[config.mk]
export PLATFORM = sky130hd
export DESIGN_NAME = gf3_vec_scale_acc
export DESIGN_NICKNAME = d
export VERILOG_FILES = /design/src/rtl/gf3_vec_scale_acc.sv
export SDC_FILE = /design/constraint.sdc
export NUM_CORES = 2
export LEC_CHECK = 0
export ABC_AREA = 0
export BUFFER_PORTS_ARGS = -buffer_cell sky130_fd_sc_hd__buf_2
export CAP_MARGIN = 30
export CORE_MARGIN = 2
export CORE_UTILIZATION = 65
export CTS_BUF_LIST = sky130_fd_sc_hd__clkbuf_8
export DETAILED_ROUTE_END_ITERATION = 6
export GPL_TIMING_DRIVEN = 0
export PLACE_DENSITY = 0.87
export SYNTH_ARGS = -nofsm -noshare
export SYNTH_HDL_FRONTEND = slang
export SYNTH_SLANG_ARGS = --single-unit
[constraint.sdc]
create_clock -name clk -period 5.8 [get_ports clk]
set_clock_uncertainty 0.2 [all_clocks]
set_input_delay 1.16 -clock clk [delete_from_list [all_inputs] [get_ports clk]]
set_output_delay 1.16 -clock clk [all_outputs]
set_load 0.005 [all_outputs]
[src/rtl/gf3_vec_scale_acc.sv]
// Lane-serial GF(3)^M scale/accumulate unit: C = A*aa, C +/- A*aa, or clear.
// Processes LANES trits per beat under a start/busy/done handshake.
module gf3_vec_scale_acc #(
    parameter int M     = 97,
    parameter int LANES = 8
) (
    input  logic           clk,
    input  logic           reset_n,
    input  logic           start,
    input  logic [1:0]     op,
    input  logic [2*M-1:0] A,
    input  logic [1:0]     aa,
    output logic [2*M-1:0] C,
    output logic           busy,
    output logic           done
);

    localparam int BEATS = (M + LANES - 1) / LANES;
    localparam int BW    = (BEATS > 1) ? $clog2(BEATS) : 1;

    localparam logic [1:0] S_IDLE = 2'd0;
    localparam logic [1:0] S_RUN  = 2'd1;
    localparam logic [1:0] S_CLR  = 2'd2;

    localparam logic [1:0] OP_SCALE = 2'b00;
    localparam logic [1:0] OP_ADD   = 2'b01;
    localparam logic [1:0] OP_SUB   = 2'b10;
    localparam logic [1:0] OP_CLR   = 2'b11;

    logic [1:0]     state_q, state_d;
    logic [BW-1:0]  beat_q, beat_d;
    logic [2*M-1:0] a_q, a_d;
    logic [1:0]     aa_q, aa_d;
    logic [1:0]     op_q, op_d;
    logic [2*M-1:0] c_q, c_d;
    logic           busy_q, busy_d;
    logic           done_q, done_d;

    // Code 11 is an invalid trit and multiplies as zero.
    function automatic logic [1:0] gf3_mul(input logic [1:0] x,
                                           input logic [1:0] y);
        if (x == 2'b00 || y == 2'b00 || x == 2'b11 || y == 2'b11)
            return 2'b00;
        return (x == y) ? 2'b01 : 2'b10;
    endfunction

    function automatic logic [1:0] gf3_add(input logic [1:0] x,
                                           input logic [1:0] y);
        logic [2:0] s;
        s = {1'b0, x} + {1'b0, y};
        if (s >= 3'd3)
            s = s - 3'd3;
        return s[1:0];
    endfunction

    function automatic logic [1:0] gf3_neg(input logic [1:0] x);
        unique case (x)
            2'b01:   return 2'b10;
            2'b10:   return 2'b01;
            default: return 2'b00;
        endcase
    endfunction

    always_comb begin
        logic [1:0] p;
        logic [1:0] t;
        p       = 2'b00;
        t       = 2'b00;
        state_d = state_q;
        beat_d  = beat_q;
        a_d     = a_q;
        aa_d    = aa_q;
        op_d    = op_q;
        c_d     = c_q;
        busy_d  = busy_q;
        done_d  = 1'b0;
        case (state_q)
            S_IDLE: begin
                if (start) begin
                    a_d     = A;
                    aa_d    = aa;
                    op_d    = op;
                    busy_d  = 1'b1;
                    beat_d  = '0;
                    state_d = (op == OP_CLR) ? S_CLR : S_RUN;
                end
            end
            S_RUN: begin
                // Each trit belongs to exactly one beat; indices >= M never exist.
                for (int i = 0; i < M; i++) begin
                    if (beat_q == BW'(i / LANES)) begin
                        p = gf3_mul(a_q[2*i +: 2], aa_q);
                        t = c_q[2*i +: 2];
                        unique case (op_q)
                            OP_ADD:   c_d[2*i +: 2] = gf3_add(t, p);
                            OP_SUB:   c_d[2*i +: 2] = gf3_add(t, gf3_neg(p));
                            OP_SCALE: c_d[2*i +: 2] = p;
                            default:  c_d[2*i +: 2] = t;
                        endcase
                    end
                end
                if (beat_q == BW'(BEATS - 1)) begin
                    done_d  = 1'b1;
                    busy_d  = 1'b0;
                    state_d = S_IDLE;
                end else begin
                    beat_d = beat_q + 1'b1;
                end
            end
            S_CLR: begin
                c_d     = '0;
                done_d  = 1'b1;
                busy_d  = 1'b0;
                state_d = S_IDLE;
            end
            default: begin
                busy_d  = 1'b0;
                state_d = S_IDLE;
            end
        endcase
    end

    always_ff @(posedge clk or negedge reset_n) begin
        if (!reset_n) begin
            state_q <= S_IDLE;
            beat_q  <= '0;
            a_q     <= '0;
            aa_q    <= '0;
            op_q    <= '0;
            c_q     <= '0;
            busy_q  <= 1'b0;
            done_q  <= 1'b0;
        end else begin
            state_q <= state_d;
            beat_q  <= beat_d;
            a_q     <= a_d;
            aa_q    <= aa_d;
            op_q    <= op_d;
            c_q     <= c_d;
            busy_q  <= busy_d;
            done_q  <= done_d;
        end
    end

    assign C    = c_q;
    assign busy = busy_q;
    assign done = done_q;

endmodule
==> flow_summary_export.csv <==
group,metric,value,unit
outcome,status,"finished clean",
critical_path,crit_fanout,10,
clocking,numCtsBuffers,75,
detailed_routing,ant_nets,0,
critical_path,crit_type,"reg2reg",
sta,fin_ws,1.076,ns
layout,layout.cells.non_filler,5234,
critical_path,end_kind,"flop",
layout,fillers,4078,
sta,relSlewSlack,22.93,%
synth,yosysMostFrequentCell,"inv_1",
clocking,clock_latency,0.71,ns
global_routing,grt_max_degree,109,
placement,place_ws,1.221,ns
synth,avgSynthCellArea,9.607,µm²
die,core_area,0.05759,mm²
clocking,cts.sinks,400,
sta,rsz0062_at_grt,"no",
global_routing,grt.overflow.total,0,
sta,setup_viol,0,
sta,min_period,4.724,ns
placement,dp_cells,5096,
global_routing,grt_pass1_vias,34850,
sta,max_freq,0.2117,GHz
synth,syn-cell-area,0.03773,mm²
clocking,cts_setup_buffers,0,
synth,synthFlopType,"dfrtp_1",
global_routing,grt_usage,41.74,%
layout,nets,5202,
synth,synthCells,3927,
synth,yosysWarnings,0,
sta,fin_crit_sh,81.45,%
detailed_routing,drc,0,
synth,synth_edf_count,0,
sta,hold_viol,0,
die,die-area,0.05999,mm²
sta,tightest_slew,1.156,ns
die,die_h,244.9,µm
min_path,hp-class,"in2async",
critical_path,cp-startpoint,"aa_q[0]$_DFFE_PN0P_",
synth,synth-seq-cells,400,
detailed_routing,via_per_inst,6.872,
die,fp-row-count,88,
synth,synthTopCellsByCount,"435 x inv_1, 400 x dfrtp_1, 395 x ha_1",
die,boundaryPins,397,
synth,async_flop_share,100.0,%
clocking,clk_pin_slew,0.06,ns
clocking,clockRootBuffer,"clkbuf_8",
critical_path,cp_data_required_time,6.21,ns
clocking,h-tree-depth,3,
detailed_routing,via_count,35966,
detailed_routing,initialDrtViolationCount,3889,
clocking,cts_resized,0,
sta,setup_tns,0,ns
critical_path,worstPathArrival,5.14,ns
clocking,cts_hold_buf,0,
clocking,max-clock-path-buffers,3,
detailed_routing,drt-total-wl,127.4,mm
layout,areaGrowthSynthToFinish,12.53,%
critical_path,rr_startpoint,"aa_q[0]$_DFFE_PN0P_",
global_routing,grt_first_pass_wirelength,192.3,mm
placement,globalplace.congestion,0.9804,
synth,synthTopCellsByArea,"dfrtp_1 27%, ha_1 13%, fa_1 10%",
layout,drive_gt1_share,20.96,%
placement,io_buffers,395,
job,cap_violations,0,
critical_path,start_kind,"flop",
synth,synth_area_leader_cell,"dfrtp_1",
die,start_util,65.52,%
clocking,cts_tree,"done",
global_routing,antenna_found_initial,2,
synth,synth_top_area_share,26.53,%
sta,slew_violations,0,
placement,dpl.hpwl,94.06,mm
synth,synth_cell_type_count,62,
detailed_routing,avgRoutedWirePerCell,24.33,µm
synth,ys_seq_area_share,26.53,%
detailed_routing,dr.pass1.iters,6,
die,die_x,244.9,µm
synth,syn_nets,4717,
==> layer usage <==
layer | GRT usage [%] | vias to the layer above | routed length [µm] | part of all wire (%)
met1 | 51.54 | 17320 | 45820 | 36
met4 | 30.54 | 2 | 10540 | 8.3
met3 | 12.03 | 638 | 16310 | 13
met2 | 62.48 | 2381 | 54680 | 43
li1 | - | 15625 | - | -
met5 | 0 | - | 8 | 0.0063
==> layout make-up <==
class                   count  area, µm²  share of cell area [%]
well taps                 765      957.2                   2.255
flip-flops and latches    400      10010                   23.58
clock buffers              98       1349                   3.177
multi-input cells        2911      25140                   59.21
diodes                      3      7.507                 0.01768
plain buffers             179      940.9                   2.216
clock inverters            33      192.7                  0.4539
inverters                 437       1640                   3.864
repair buffers            408       2221                   5.231
==> kinds of logic (layout without fill, tap and decap cells) <==
| family | count (synthesis) | after routing | synth area share [%] |
|---|---|---|---|
| DFF | 400 | 400 | 26.53 |
| and+or+nand+nor | 976 | 976 | 15.62 |
| adders and majority gates | 589 | 589 | 23.39 |
| AOI/OAI and AO/OA | 1130 | 1130 | 21.23 |
| other | 0 | 3 | 0 |
| buffers and inverters | 616 | 1155 | 6.842 |
| muxes | 216 | 216 | 6.387 |
==> layout by cell type, fill, tap and decap left out, types with 41 or more instances in the layout <==
master	instances
nor2_1	126
nor3b_1	54
nand2b_1	199
buf_2	468
nor3_1	100
inv_1	457
fa_1	194
nor2b_1	89
clkbuf_8	98
nand3b_1	46
o21ai_0	298
a21oi_1	76
dfrtp_1	400
or4b_2	57
o22ai_1	233
a32o_1	56
mux2_2	198
a221oi_1	48
o211ai_1	57
nand4b_1	50
o32ai_1	66
clkbuf_1	72
nand2_1	156
a32oi_1	41
ha_1	395
==> sequential cells by signal, indices dropped and copies added, names as in the netlist <==
| name | flops |
|---|---|
| a_q | 194 |
| state_q | 2 |
| done | 1 |
| op_q | 2 |
| aa_q | 2 |
| beat_q | 4 |
| busy | 1 |
| C | 194 |
==> stage by stage <==
stage	utilization [%]	hold WS, ns	area, µm²
floorplan	-	0.2942	37730
global placement	70.61	0.3026	40660
detailed placement	70.94	0.3088	40850
CTS	73.61	0.2361	42390
global route	73.72	0.2634	42450
finish	73.72	0.2276	42450
==> final timing paths <==
| path | end | slack, ns | cells past startpoint |
|---|---|---|---|
| worst min-delay path | C[171]$_DFFE_PN0P_ | 0.23 | 1 |
| worst max-delay path | C[80]$_DFFE_PN0P_ | 1.08 | 13 |
| worst min register to register | busy$_DFFE_PN0P_ | 0.32 | 2 |
| max in group asynchronous | C[18]$_DFFE_PN0P_ | 3.92 | 3 |
| worst max register to register | C[80]$_DFFE_PN0P_ | 1.08 | 13 |
| min in group clk | busy$_DFFE_PN0P_ | 0.32 | 2 |
==> critical path, stage by stage, from the launching register on <==
cell	delay [ns]
dfrtp_1	0.40
nand2b_1	0.11
buf_2	0.15
buf_2	0.28
buf_2	0.36
buf_1	0.79
o22ai_1	0.28
ha_1	0.26
fa_1	0.49
ha_1	0.27
or4b_2	0.66
o21ai_0	0.10
o21ai_0	0.09
o21ai_0	0.18
Power is left out: the tool's default activity adds up to more than one toggle a clock period on the data nets, which glitch-free logic cannot reach.
